<file path="config.mk">
export PLATFORM = sky130hd
export DESIGN_NAME = sequenciador_vedacao
export DESIGN_NICKNAME = d
export VERILOG_FILES = /design/src/rtl/sequenciador_vedacao_pkg.sv /design/src/rtl/sequenciador_vedacao_filtro_sensor.sv /design/src/rtl/sequenciador_vedacao.sv
export SDC_FILE = /design/constraint.sdc
export NUM_CORES = 1
export LEC_CHECK = 0
export BUFFER_PORTS_ARGS = -buffer_cell sky130_fd_sc_hd__buf_2
export CAP_MARGIN = 20
export CORE_MARGIN = 5
export CORE_UTILIZATION = 50
export DETAILED_ROUTE_END_ITERATION = 12
export MAX_ROUTING_LAYER = met4
export PLACE_DENSITY = 0.72
export SYNTH_ARGS = -nofsm -noshare
export SYNTH_HDL_FRONTEND = slang
export SYNTH_SLANG_ARGS = --single-unit
</file>
<file path="constraint.sdc">
create_clock -name clk -period 3.2 [get_ports clk]
set_input_delay 0.64 -clock clk [delete_from_list [all_inputs] [get_ports clk]]
set_output_delay 0.64 -clock clk [all_outputs]
set_load 0.05 [all_outputs]
</file>
<file path="src/rtl/sequenciador_vedacao_pkg.sv">
// sequenciador_vedacao_pkg: state encoding and counter widths shared by the corking sequencer
package sequenciador_vedacao_pkg;
  localparam int TAM_CAIXA_PADRAO = 12;
  localparam int W_CAIXA = 4;
  localparam int W_TOTAL = 8;
  localparam int W_TEMPO = 8;
  typedef enum logic [2:0] {
    PARADO        = 3'd0,
    TRANSPORTE    = 3'd1,
    PEDE_ROLHA    = 3'd2,
    AGUARDA_ROLHA = 3'd3,
    VEDANDO       = 3'd4,
    LIBERA        = 3'd5
  } estado_t;
endpackage

</file>
<file path="src/rtl/sequenciador_vedacao_filtro_sensor.sv">
// sequenciador_vedacao_filtro_sensor: flags a bottle once the sensor has been high T_ESTAVEL consecutive cycles
module sequenciador_vedacao_filtro_sensor
  import sequenciador_vedacao_pkg::*;
#(
  parameter int T_ESTAVEL = 4
) (
  input  logic clk,
  input  logic reset,
  input  logic habilita,
  input  logic sensor_garrafa,
  output logic garrafa_posicionada
);
  logic [W_TEMPO-1:0] cnt;
  assign garrafa_posicionada = habilita && sensor_garrafa && cnt == W_TEMPO'(T_ESTAVEL - 1);
  always_ff @(posedge clk or posedge reset)
    if (reset) cnt <= '0;
    else cnt <= (habilita && sensor_garrafa && !garrafa_posicionada) ? cnt + 1'b1 : '0;
endmodule

</file>
<file path="src/rtl/sequenciador_vedacao.sv">
// sequenciador_vedacao: corking station sequencer driving belt, cork request, press and box/total counters
module sequenciador_vedacao
  import sequenciador_vedacao_pkg::*;
#(
  parameter int T_ESTAVEL = 4,
  parameter int T_VEDACAO = 8,
  parameter int TAM_CAIXA = TAM_CAIXA_PADRAO
) (
  input  logic               clk,
  input  logic               reset,
  input  logic               start,
  input  logic               stop,
  input  logic               sensor_garrafa,
  input  logic               rolha_disponivel,
  input  logic               disp_acionado,
  input  logic               LED_Alarme,
  output logic               motor_esteira,
  output logic               dec_rolha,
  output logic               atuador_vedacao,
  output logic               aguardando_rolha,
  output logic               duzia_completa,
  output logic [W_CAIXA-1:0] garrafas_caixa,
  output logic [W_TOTAL-1:0] total_vedadas,
  output logic [2:0]         estado
);
  estado_t st, prox;
  logic posicionada, stop_lat, fim_vedacao, caixa_cheia;
  logic [W_TEMPO-1:0] t_ved;
  sequenciador_vedacao_filtro_sensor #(.T_ESTAVEL(T_ESTAVEL)) u_filtro (
    .clk                 (clk),
    .reset               (reset),
    .habilita            (st == TRANSPORTE),
    .sensor_garrafa      (sensor_garrafa),
    .garrafa_posicionada (posicionada)
  );
  assign fim_vedacao = st == VEDANDO && t_ved == W_TEMPO'(T_VEDACAO - 1);
  assign caixa_cheia = garrafas_caixa == W_CAIXA'(TAM_CAIXA - 1);
  assign estado = st;
  // A bottle under the press never leaves uncorked: AGUARDA_ROLHA and VEDANDO ignore stop.
  always_comb begin
    prox = PARADO;
    case (st)
      PARADO:        prox = (start && !stop) ? TRANSPORTE : PARADO;
      TRANSPORTE:    prox = stop ? PARADO : posicionada ? PEDE_ROLHA : TRANSPORTE;
      PEDE_ROLHA:    prox = (!rolha_disponivel || LED_Alarme) ? AGUARDA_ROLHA : disp_acionado ? PEDE_ROLHA : VEDANDO;
      AGUARDA_ROLHA: prox = (rolha_disponivel && !LED_Alarme) ? PEDE_ROLHA : AGUARDA_ROLHA;
      VEDANDO:       prox = fim_vedacao ? LIBERA : VEDANDO;
      LIBERA:        prox = sensor_garrafa ? LIBERA : (stop_lat || stop) ? PARADO : TRANSPORTE;
      default:       prox = PARADO;
    endcase
  end
  always_ff @(posedge clk or posedge reset)
    if (reset) begin
      st               <= PARADO;
      stop_lat         <= 1'b0;
      t_ved            <= '0;
      motor_esteira    <= 1'b0;
      dec_rolha        <= 1'b0;
      atuador_vedacao  <= 1'b0;
      aguardando_rolha <= 1'b0;
      duzia_completa   <= 1'b0;
      garrafas_caixa   <= '0;
      total_vedadas    <= '0;
    end else begin
      st               <= prox;
      motor_esteira    <= prox == TRANSPORTE || prox == LIBERA;
      atuador_vedacao  <= prox == VEDANDO;
      aguardando_rolha <= prox == AGUARDA_ROLHA;
      dec_rolha        <= st == PEDE_ROLHA && prox == VEDANDO;
      stop_lat         <= prox == PARADO ? 1'b0 : stop_lat || (st == VEDANDO && stop);
      t_ved            <= (st == VEDANDO && !fim_vedacao) ? t_ved + 1'b1 : '0;
      duzia_completa   <= fim_vedacao && caixa_cheia;
      if (fim_vedacao) begin
        garrafas_caixa <= caixa_cheia ? '0 : garrafas_caixa + 1'b1;
        total_vedadas  <= (&total_vedadas) ? total_vedadas : total_vedadas + 1'b1;
      end
    end
endmodule

</file>
After elaboration in Yosys (flattened, before gate mapping)
Index checks and enable logic that the tools add are counted.
- bits in registers: 37
- input port bits: 8
- output and inout bits: 20
- logic and storage cells: 65
- $add $sub $neg: 4
- equal/unequal tests: 12
- mux-type cells: 14
- bitwise operators: 1
- reductions and logical operators: 23
- operator list (cell ; count):
    8-bit by 1-bit adder with 8-bit output, second input constant ; 3
    3-bit case mux with 6 select lines ; 1
    8-bit 2-to-1 mux ; 2
    3-bit == test, second input constant ; 4
    1-bit logical AND ; 10
    3-bit by 2-bit == test with 1-bit output, second input constant ; 3
    3-bit 2-to-1 mux ; 3
    8-bit by 2-bit == test with 1-bit output, second input constant ; 1
    8-bit by 3-bit == test with 1-bit output, second input constant ; 1
    8-bit AND reduction ; 1
    3-bit by 1-bit == test with 1-bit output, second input constant ; 2
    3-bit logical NOT ; 2
    1-bit logical NOT ; 5
    1-bit 2-to-1 mux ; 5
    4-bit by 1-bit adder with 4-bit output, second input constant ; 1
    4-bit == test, second input constant ; 1
    1-bit logical OR ; 4
    2-bit 2-to-1 mux ; 2
    4-bit 2-to-1 mux ; 1
    2-bit AND reduction ; 1
    1-bit NOT ; 1

Depth between registers and ports, before layout
- word-level depth: 8
- depth in mapped cells: 6
- depth with buffers taken out: 5

Modules after synthesis
A second synthesis with hierarchy kept.
- cell total of the unflattened synthesis: 170
- area total of the unflattened synthesis: 1821.7 um^2
- by module, submodules not included (module ; times used ; cells an instance ; area each (um^2) ; seq. area each (um^2)):
    sequenciador_vedacao ; 1 ; 129 ; 1432.6 ; 725.7
    sequenciador_vedacao_filtro_sensor ; 1 ; 41 ; 389.1 ; 200.2

Least setup slack after synthesis
No wires, ideal clock.
- path type: flip-flop to flip-flop
- start point: reg total_vedadas[0]
- end point: reg total_vedadas[1]
- library setup time: 0.128 ns
- arrival: 1.863 ns
- required time: 3.072 ns
- slack: 1.209 ns
- cell stages (with the launch flop): 7
- buffers on the path: 1
- clock period less this slack: 1.991 ns
- path through: dfrtp_1 -> ha_1 -> and3_1 -> and3_1 -> buf_2 -> nor2_1 -> mux2_1
- longest elaborated chain between the ends: 3
- elaborated cells between the ends (all ways): 4
- classes of those cells: add/sub: 1; bitwise: 1; reduce/logical: 2
- ends and longest elaborated chain (element ; line ; source):
    start, declared ; sequenciador_vedacao.sv:23 ; output logic [W_TOTAL-1:0] total_vedadas,
    start signal, assigned ; sequenciador_vedacao.sv:75 ; total_vedadas <= (&total_vedadas) ? total_vedadas : total_vedadas + 1'b1;
    parallel branches: the longest is 3 deep, another holds 8-bit by 1-bit adder with 8-bit output ; -- ;
Several ways; the timed one is not identified.
A chain may end at the register's enable or synchronous reset.

Worst setup path after layout
- start point: reg t_ved[3]
- end point: reg total_vedadas[1]
- longest elaborated chain between the ends: 3
- ends and longest elaborated chain (element ; line ; source):
    start, declared ; sequenciador_vedacao.sv:28 ; logic [W_TEMPO-1:0] t_ved;
    start signal, assigned ; sequenciador_vedacao.sv:71 ; t_ved <= (st == VEDANDO && !fim_vedacao) ? t_ved + 1'b1 : '0;
    8-bit by 3-bit == test with 1-bit output ; sequenciador_vedacao.sv:36 ; assign fim_vedacao = st == VEDANDO && t_ved == W_TEMPO'(T_VEDACAO - 1);
    1-bit logical AND ; sequenciador_vedacao.sv:36 ;
    2-bit AND reduction (no source line) ; -- ;
Every way passes these cells.

==> metrics.log <==
[metrics] outcome: finished clean
[metrics] I/O pin count: 28
[metrics] Clock Root Buffer: sky130_fd_sc_hd__clkbuf_8
[metrics] mean cell area of the mapped netlist: 10.92 µm²
[metrics] total power consumption of the routed design: 844.6 µW
[metrics] post-route ant nets: 0
[metrics] post-synthesis simple-gate area fraction: 26.95%
[metrics] Pwr per Cell Area: 405.4 nW/µm²
[metrics] via count: 1299
[metrics] clock latency on the worst-skew pair: 290 ps
[metrics] Critical Path Source Type: flip-flop
[metrics] leak pwr: 1.089 nW
[metrics] highest metal layer used by the detailed router: met4
[metrics] parity-gate share of the synthesized area counting xor and xnor cells: 9.122%
[metrics] mux cell area share after synthesis: 1.852%
[metrics] Synth Warn #: 0
[metrics] hold crit path type: input pin to async pin
[metrics] Clock Skews: 7.727 ps
[metrics] number of levels the H-tree was split into: 2
[metrics] placed instance count: 239
[metrics] starting density of the core: 50.59%
[metrics] DIE HEIGHT: 70.40 µm
[metrics] sum of met3 wire segment lengths after detailed routing: 236 µm
[metrics] number of design-rule violations left by the first detailed-router iteration: 40
[metrics] dominant synthesized flop cell: sky130_fd_sc_hd__dfrtp_1
[metrics] Final setup viols: 0
[metrics] arithmetic-cell share of the synthesized area counting full adders, half adders and majority gates: 2.743%
[metrics] routed wirelength normalized by instance count: 14.02 µm
[metrics] slew margin rel.: 69.99%
[metrics] fraction of post-synthesis cell area in the top cell type by area: 50.75%
[metrics] routability cong.: 0.9175
[metrics] NumNets Final: 210
[metrics] main combinational cell family by area after synthesis: simple AND/OR/NAND/NOR gates
[metrics] number of buffers created by CTS: 5
[metrics] global router's overall resource usage: 15.84%
[metrics] number of port buffers: 27
[metrics] signal arrival time at the worst endpoint: 2040 ps
[metrics] top post-synthesis cells by area: sky130_fd_sc_hd__dfrtp_1 (51%), sky130_fd_sc_hd__xor2_1 (8.2%), sky130_fd_sc_hd__nor2_1 (4.9%)
[metrics] final count of hold timing violations: 0
[metrics] Synth cell types: 41
[metrics] largest net degree at the start of global routing: 38
[metrics] number of buffers inserted by post-CTS setup repair: 0
[metrics] utilization after layout: 57.77%
[metrics] post-detail-place hpwl: 2538 µm
[metrics] netlist area before placement: 1824 µm²
[metrics] largest fanout on the critical path: 15
[metrics] Syn-to-layout area delta: 14.20%
[metrics] Die Width: 70.40 µm
[metrics] cells after synthesis: 167
[metrics] Achievable Freq: 0.5357 GHz
[metrics] required time of the critical path: 3370 ps
[metrics] final total negative setup slack: 0 ps
[metrics] Post-synth EDFFs: 0
[metrics] biggest area consumer among synthesized cells: sky130_fd_sc_hd__dfrtp_1
[metrics] final hold slack: 441.0 ps
[metrics] proportion of synthesized chip area in sequential cells: 50.75%
[metrics] maximum vdd drop: 0.2312 mV
[metrics] length of routed met2 wiring: 1536 µm
[metrics] max-slew violation total from the final report: 0
[metrics] Die ar.: 4956 µm²
[metrics] setup repair after global routing missed its margin: false
[metrics] post-CTS sizing: 0
[metrics] Max Buffers Root-to-Sink: 2
[metrics] leftover overflow at the end of global routing: 0
[metrics] DRT Wirelength: 3462 µm
[metrics] iteration count of the initial detailed-routing pass: 4
[metrics] TritonCTS clock tree: built
[metrics] fraction of final layout cells sized beyond drive strength 1: 25.13%
[metrics] CP Class: flip-flop to flip-flop
[metrics] flops & latches, synth: 37
[metrics] most used standard cell by instance count after synthesis: sky130_fd_sc_hd__dfrtp_1
[metrics] complex-gate fraction of the synthesized area: 5.487%
[metrics] via/cell ratio: 5.259
[metrics] Routed met1 length: 1624 µm
[metrics] global-route wire length before repair: 6009 µm
[metrics] number of nets in the synthesized netlist: 179
[metrics] number of DRC violations after detailed routing: 0
[metrics] Core ar.: 3606 µm²
[metrics] number of cells in the finished layout apart from fillers: 247
[metrics] number of sinks handled by clock tree synthesis: 37
[metrics] Synth top cells by count: sky130_fd_sc_hd__dfrtp_1 (37), sky130_fd_sc_hd__nor2_1 (24), sky130_fd_sc_hd__xor2_1 (17), sky130_fd_sc_hd__nand3_1 (15)
[metrics] CTS Hold Buffers Added: 0
[metrics] floorplan row count: 22
[metrics] period utilization: 58.33%
[metrics] measured slew at the worst slew-check pin: 450.1 ps
[metrics] clock-pin slew reported for the worst setup and hold paths after clock tree synthesis: 70 ps
[metrics] minimum clock period: 1867 ps
[metrics] initial antenna violation count: 0
[metrics] ys async rst share: 100.0%
[metrics] vias in the first global route: 1314
[metrics] number of maximum-capacitance constraint violations: 0
[metrics] Critical Path Sink Type: flip-flop
[metrics] Diodes inserted: 0
## flip-flops by register name, summed over array words and instances, names as in the netlist
register          flops
garrafas_caixa        4
aguardando_rolha      1
total_vedadas         8
estado                3
motor_esteira         1
u_filtro.cnt          8
stop_lat              1
dec_rolha             1
duzia_completa        1
t_ved                 8
atuador_vedacao       1
## path summary, 6_finish.rpt
path,startpoint,end,slack (ps),depth (start not counted)
min in group clk,total_vedadas[7],total_vedadas[7],480,1
setup reg to reg,t_ved[3],total_vedadas[1],1330,4
max in group asynchronous,reset,t_ved[0],2440,3
setup / recovery,t_ved[3],total_vedadas[1],1330,4
hold / removal,reset,t_ved[7],440,3
hold reg to reg,total_vedadas[7],total_vedadas[7],480,1
## critical path, cell delays in order, from the launching register on
cell and delay (ps):
sky130_fd_sc_hd__dfrtp_1 410, sky130_fd_sc_hd__nor4b_2 430, sky130_fd_sc_hd__nand4_4 310, sky130_fd_sc_hd__nor2_1 270, sky130_fd_sc_hd__mux2_1 340
## placed cells by master, fill, tap and decap left out, types with 2 or more instances in the layout
| cell | count |
|---|---|
| sky130_fd_sc_hd__nor3_2 | 2 |
| sky130_fd_sc_hd__nand2b_1 | 3 |
| sky130_fd_sc_hd__buf_2 | 27 |
| sky130_fd_sc_hd__nor4_2 | 2 |
| sky130_fd_sc_hd__xnor2_1 | 2 |
| sky130_fd_sc_hd__clkbuf_8 | 5 |
| sky130_fd_sc_hd__nor2_1 | 24 |
| sky130_fd_sc_hd__dfrtp_1 | 37 |
| sky130_fd_sc_hd__and3_1 | 8 |
| sky130_fd_sc_hd__a31oi_1 | 2 |
| sky130_fd_sc_hd__a21oi_1 | 2 |
| sky130_fd_sc_hd__ha_1 | 4 |
| sky130_fd_sc_hd__o21ai_0 | 2 |
| sky130_fd_sc_hd__nor4b_2 | 2 |
| sky130_fd_sc_hd__nand4_1 | 2 |
| sky130_fd_sc_hd__xor2_1 | 17 |
| sky130_fd_sc_hd__nand2_1 | 6 |
| sky130_fd_sc_hd__clkinv_2 | 2 |
| sky130_fd_sc_hd__or2_2 | 2 |
| sky130_fd_sc_hd__inv_1 | 8 |
| sky130_fd_sc_hd__nor3b_2 | 2 |
| sky130_fd_sc_hd__nand3_1 | 15 |
| sky130_fd_sc_hd__mux2_1 | 2 |
## kinds of logic after synthesis
| kind of cell | Yosys count |
|---|---|
| buffers and inverters | 12 |
| AND/OR/NAND/NOR | 78 |
| XOR/XNOR | 19 |
| adder cells (fa/ha/maj) | 4 |
| multiplexers | 3 |
| AO/OA/AOI/OAI | 14 |
| flip-flops | 37 |
## layout make-up
class	instances	area, µm²
Clock inverter	2	10.01
Fill cell	312	1523
Timing Repair Buffer	28	142.6
Clock buffer	6	72.57
Multi-Input combinational cell	118	842.1
Sequential cell	37	925.9
Tap cell	48	60.06
Inverter	8	30.03
## through the flow
stage	cell area (µm²)	worst slack, ps
finish	2083	1333
global route	2083	1175
CTS	2083	1307
detailed placement	2001	1310
global placement	2001	1299
floorplan	1824	1209
## power breakdown
group / internal [mW] / switching (mW) / leakage [nW]
sequential: 0.473 / 0.00841 / 0.514
combinational: 0.0141 / 0.0382 / 0.530
clock: 0.151 / 0.160 / 0.0450
total: 0.638 / 0.207 / 1.09
## routing by layer
layer	vias to the layer above	global-route usage, %
li1	637	-
met1	620	20.31
met2	36	22.77
met3	6	5.612
met4	0	6.383
met5	-	-
Note: power is estimated with default switching activity, not from simulation.
